`config.mk`:
```
export PLATFORM = sky130hd
export DESIGN_NAME = fetch_unit
export DESIGN_NICKNAME = d
export VERILOG_FILES = /design/src/rtl/fetch_unit.sv
export SDC_FILE = /design/constraint.sdc
export NUM_CORES = 1
export LEC_CHECK = 0
export CORE_MARGIN = 2
export CORE_UTILIZATION = 45
export CTS_BUF_LIST = sky130_fd_sc_hd__clkbuf_8 sky130_fd_sc_hd__clkbuf_16
export DETAILED_ROUTE_END_ITERATION = 8
export PLACE_DENSITY_LB_ADDON = 0.2
export SYNTH_ARGS = -nofsm -noshare
export SYNTH_HDL_FRONTEND = slang
export SYNTH_SLANG_ARGS = --single-unit
```
`constraint.sdc`:
```
create_clock -name i_clk -period 4.21 [get_ports i_clk]
set_input_delay 0.842 -clock i_clk [delete_from_list [all_inputs] [get_ports i_clk]]
set_output_delay 0.842 -clock i_clk [all_outputs]
set_load 0.01 [all_outputs]
```
`src/rtl/fetch_unit.sv`:
```
// Fetch stage: issues word-aligned imem requests, buffers in-order {pc, instr} responses for decode.
// Response -> o_valid one cycle later; request issue is credit-limited so the queue never overflows under decode stall.
module fetch_unit #(
  parameter int              XLEN     = 32,
  parameter logic [XLEN-1:0] RESET_PC = '0,
  parameter int              DEPTH    = 4
) (
  input  logic            i_clk,
  input  logic            i_rst_n,
  input  logic            i_redirect,
  input  logic [XLEN-1:0] i_redirect_pc,
  output logic            o_imem_req,
  output logic [XLEN-1:0] o_imem_addr,
  input  logic            i_imem_ready,
  input  logic            i_imem_rvalid,
  input  logic [31:0]     i_imem_rdata,
  output logic            o_valid,
  output logic [XLEN-1:0] o_pc,
  output logic [XLEN-1:0] o_pc_plus4,
  output logic [31:0]     o_instr,
  input  logic            i_ready
);

  localparam int AW = $clog2(DEPTH);
  localparam int CW = AW + 1;

  logic [XLEN-1:0] fetch_pc_q, fetch_pc_d;
  logic [XLEN-1:0] resp_pc_q, resp_pc_d;
  logic [AW-1:0]   rd_ptr_q, rd_ptr_d;
  logic [AW-1:0]   wr_ptr_q, wr_ptr_d;
  logic [CW-1:0]   count_q, count_d;
  logic [CW-1:0]   outst_q, outst_d;
  logic [CW-1:0]   drop_q, drop_d;
  logic            run_q;
  logic [XLEN-1:0] pc_mem_q  [DEPTH];
  logic [31:0]     ins_mem_q [DEPTH];

  logic [XLEN-1:0] tgt_pc;
  logic [CW:0]     used;
  logic            fire, rsp_acc, push, pop;

  assign tgt_pc  = i_redirect_pc & ~(XLEN'(3));
  // Credits cover both buffered entries and responses still in flight.
  assign used    = {1'b0, count_q} + {1'b0, outst_q};
  assign o_imem_req  = run_q & ~i_redirect & (used < (CW+1)'(DEPTH));
  assign o_imem_addr = fetch_pc_q;
  assign fire    = o_imem_req & i_imem_ready;
  assign rsp_acc = i_imem_rvalid & (outst_q != '0);
  assign push    = rsp_acc & (drop_q == '0) & ~i_redirect;

  assign o_valid    = (count_q != '0) & ~i_redirect;
  assign pop        = o_valid & i_ready;
  assign o_pc       = pc_mem_q[rd_ptr_q];
  assign o_pc_plus4 = o_pc + XLEN'(4);
  assign o_instr    = ins_mem_q[rd_ptr_q];

  always_comb begin
    fetch_pc_d = fetch_pc_q;
    resp_pc_d  = resp_pc_q;
    rd_ptr_d   = rd_ptr_q;
    wr_ptr_d   = wr_ptr_q;
    count_d    = count_q;
    outst_d    = outst_q;
    drop_d     = drop_q;
    if (i_redirect) begin
      fetch_pc_d = tgt_pc;
      resp_pc_d  = tgt_pc;
      rd_ptr_d   = '0;
      wr_ptr_d   = '0;
      count_d    = '0;
      outst_d    = outst_q - CW'(rsp_acc);
      // Everything still in flight belongs to the old stream, including already-dropped ones.
      drop_d     = outst_q - CW'(rsp_acc);
    end else begin
      if (fire) fetch_pc_d = fetch_pc_q + XLEN'(4);
      outst_d = outst_q + CW'(fire) - CW'(rsp_acc);
      if (rsp_acc && drop_q != '0) drop_d = drop_q - CW'(1);
      if (push) begin
        resp_pc_d = resp_pc_q + XLEN'(4);
        wr_ptr_d  = wr_ptr_q + AW'(1);
      end
      if (pop) rd_ptr_d = rd_ptr_q + AW'(1);
      count_d = count_q + CW'(push) - CW'(pop);
    end
  end

  always_ff @(posedge i_clk or negedge i_rst_n) begin
    if (!i_rst_n) begin
      fetch_pc_q <= RESET_PC;
      resp_pc_q  <= RESET_PC;
      rd_ptr_q   <= '0;
      wr_ptr_q   <= '0;
      count_q    <= '0;
      outst_q    <= '0;
      drop_q     <= '0;
      run_q      <= 1'b0;
    end else begin
      fetch_pc_q <= fetch_pc_d;
      resp_pc_q  <= resp_pc_d;
      rd_ptr_q   <= rd_ptr_d;
      wr_ptr_q   <= wr_ptr_d;
      count_q    <= count_d;
      outst_q    <= outst_d;
      drop_q     <= drop_d;
      run_q      <= 1'b1;
    end
  end

  always_ff @(posedge i_clk or negedge i_rst_n) begin
    if (!i_rst_n) begin
      for (int i = 0; i < DEPTH; i++) begin
        pc_mem_q[i]  <= '0;
        ins_mem_q[i] <= '0;
      end
    end else if (push) begin
      pc_mem_q[wr_ptr_q]  <= resp_pc_q;
      ins_mem_q[wr_ptr_q] <= i_imem_rdata;
    end
  end

endmodule

```
==> impl_metrics.csv <==
group,metric,value,unit
outcome,status,"complete, no violations",
timing,drv_slew,0,
setup_path,end_kind,"primary output",
setup_path,r2r-end,"outst_q[2]",
detailed_routing,first_iter_violations,478,
setup_path,r2r-start,"outst_q[2]",
synthesis,postSynthCellCount,1173,
synthesis,yosys.area.top_type,"dfrtp_1",
detailed_routing,wl,37480,µm
floorplanning,core-area,34540,µm²
setup_path,slowest_stage,"clkdlybuf4s50_1",
clock_tree,clk_latency,0.52,ns
synthesis,synth_top_area_share,0.5115,
clock_tree,clock-sinks,322,
placed_design,place_congestion,0.8222,
timing,finalSetupTns,0,ns
grt,grt_use_total,0.2072,
timing,slew_headroom,0.2927,
floorplanning,die_w,191.1,µm
setup_path,worstPathCellList,"buf_4 > buf_4 > mux4_2 > nand3_2 > nor4_4 > nand4_1 > xnor2_1 > clkdlybuf4s50_1",
power,peakVddDrop,0.2978,mV
setup_path,crit_required,3.37,ns
synthesis,syn-cell-area,15750,µm²
synthesis,yosysWarnings,0,
detailed_routing,wl_met2,17430,µm
floorplanning,rows,68,
finish,area_growth,24.19,%
synthesis,ys.flop_type,"dfrtp_1",
timing,min_period,4.042,ns
detailed_routing,highest_layer,"met4",
placed_design,post-dp-hpwl,25110,µm
clock_tree,cts_tree,"yes",
synthesis,post_synth.cell_area_avg,13.43,µm²
synthesis,synth_edf_count,0,
power,p_leak,0.008600,µW
finish,fillers,2921,
synthesis,ys_seq_area_frac,0.5115,
grt,grt_pass1_vias,10560,
floorplanning,io_pins,200,
setup_path,reg2reg_depth,11,
job,cap_viol_max_count,0,
floorplanning,die_h,191.1,µm
clock_tree,cts-root-buf,"clkbuf_16",
setup_path,crit_family,"buffers and inverters",
setup_path,cp_slowest_stage_delay,0.55,ns
clock_tree,max-clock-path-buffers,3,
timing,period_share,0.9601,
synthesis,synth_cell_types,58,
clock_tree,numCtsBuffers,37,
timing,fmax,0.2474,GHz
detailed_routing,vias,10220,
grt,grt_pass1_wl,59080,µm
finish,drive_above_1_share,0.3162,
setup_path,timing_worst_setup_path_type,"reg -> out",
clock_tree,ctsHoldBuffers,0,
placed_design,place.port_buffers,191,
synthesis,synthArstFlopShare,1.000,
timing,worst_pin_slew,1.061,ns
synthesis,synth.most_common_cell,"dfrtp_1",
detailed_routing,routed_via_density,5.495,
placed_design,post-place-ws,0.3330,ns
clock_tree,clk_pin_slew,0.06,ns
synthesis,synthTopCellsByCount,"322 x dfrtp_1, 260 x mux2_2, 64 x nand2_1, 52 x xnor2_1, 49 x mux4_2",
timing,worst_slack,0.1678,ns
detailed_routing,ant_nets,0,
floorplanning,initial_utilization,0.4561,
detailed_routing,drc,0,
synthesis,synth.area.top_cells,"dfrtp_1 51%, mux2_2 19%, mux4_2 7.0%, xnor2_1 2.9%, mux4_1 2.2%",
setup_path,crit_path_max_fanout,11,
setup_path,critPathArrivalTime,3.20,ns
clock_tree,htree_levels,2,
finish,final_nets,1466,
worst_hold_path,hold_path.class,"in -> async",
grt,grt_max_degree,128,
detailed_routing,wl_met3,1666,µm
timing,finalHoldViolations,0,
setup_path,worst-path-buf-inv,3,
synthesis,synth-seq-cells,322,
setup_path,cp-start-kind,"flop",
detailed_routing,wire_per_inst,20.15,µm
timing,rsz0062_at_grt,"no",
detailed_routing,wl_met1,17730,µm
setup_path,cpMostUsedCell,"buf_4",
setup_path,reg2reg_slack,1.44,ns
power,power_density,587.4,nW/µm²
grt,antenna_found_initial,0,
timing,finalSetupViolCount,0,
grt,grt_overflow_total,0,
timing,clock_skew,0.02053,ns
floorplanning,dieArea,36520,µm²
detailed_routing,first_pass_iters,5,
-- state kept, by name, summed over array words and instances, names as in the netlist --
| register | flops |
|---|---|
| rd_ptr_q | 2 |
| count_q | 3 |
| run_q | 1 |
| pc_mem_q | 120 |
| resp_pc_q | 30 |
| outst_q | 3 |
| o_imem_addr | 30 |
| drop_q | 3 |
| ins_mem_q | 128 |
| wr_ptr_q | 2 |
-- worst max path at each step --
stage,start,endpoint,slack (ns),cells after the start
6_report,rd_ptr_q[0],o_pc_plus4[31],0.17,8
5_1_grt,rd_ptr_q[0],o_pc_plus4[19],0.01,8
4_1_cts,rd_ptr_q[0],o_pc_plus4[18],0.02,8
3_5_place_dp,rd_ptr_q[0],o_pc_plus4[12],0.33,8
3_3_place_gp,rd_ptr_q[0],o_pc_plus4[12],0.34,8
2_1_floorplan,i_redirect,outst_q[2],1.05,13
-- worst register-to-register path, cell delays in order, from the launching register on --
cell	delay (ns)
dfrtp_1	0.43
ha_1	0.29
nor4b_1	0.30
and4_1	0.29
inv_2	0.05
ha_1	0.26
inv_1	0.04
ha_1	0.18
fa_1	0.38
xor2_1	0.15
o21ai_0	0.19
xor2_1	0.15
-- metrics by stage --
stage	util	total power [µW]	hold WS [ns]	area, µm²	cells
floorplan	-	6301	0.4720	15770	1178
global placement	0.5269	8103	0.4807	18200	1783
finish	0.5664	11490	0.3933	19570	1860
global route	0.5663	12090	0.5087	19560	1859
detailed placement	0.5269	8189	0.4877	18200	1783
CTS	0.5639	11520	0.4869	19480	1851
-- kinds of logic after synthesis --
group,after synthesis,synth area share
multiplexers,329,0.2820
flip-flops,322,0.5115
XOR/XNOR,71,0.03947
AO/OA/AOI/OAI,77,0.03010
buffers and inverters,111,0.03383
other,2,0.0004767
AND/OR/NAND/NOR,242,0.08657
adder cells (fa/ha/maj),19,0.01604
-- layer usage --
| layer | GRT usage | vias to the layer above |
|---|---|---|
| met4 | 0.04882 | 0 |
| met1 | 0.3038 | 5281 |
| met5 | 0 | - |
| met2 | 0.3266 | 226 |
| li1 | - | 4669 |
| met3 | 0.03029 | 44 |
-- what timing repair did --
action / CTS / global route
gates cloned: 0 / 0
pin swaps: 1 / 1
resized for setup: 2 / 14
setup endpoints to repair: 21 / 13
setup buffers: 2 / 8
-- final cells by class --
class | instances | area (µm²) | area share
Antenna cell | 1 | 2.502 | 0.0001279
Clock buffer | 47 | 1086 | 0.05551
Clock inverter | 19 | 170.2 | 0.008697
Inverter | 35 | 131.4 | 0.006715
Multi-Input combinational cell | 745 | 7189 | 0.3675
Sequential cell | 322 | 8063 | 0.4121
Tap cell | 455 | 569.3 | 0.02910
Timing Repair Buffer | 236 | 2354 | 0.1203
-- power breakdown --
group	internal, µW	total (µW)	switching, µW
clock network	2000	3270	1270
registers	3670	4090	420
logic	2370	4130	1760
-- cell usage in the layout (no fill, tap or decap), types with 8 or more instances in the layout --
cell type        synthesis  final
nor4_1                  10     10
clkbuf_16                0     39
o21ai_0                 36     36
dfrtp_1                322    320
nand2_1                 64     64
mux4_2                  49     56
ha_1                    17     17
nor2_1                  36     35
clkbuf_8                 0      8
nor3_1                  17     17
a21oi_1                 12     12
buf_4                    8     36
inv_1                   33     40
nand3_1                 34     33
nand4_1                 21     21
mux2_2                 260    260
xor2_1                  19     19
and4_1                  13     13
and2_1                  14     10
xnor2_1                 52     52
clkdlybuf4s50_1          0    187
o211ai_1                 8      8
Note: power is estimated with default switching activity, not from simulation.
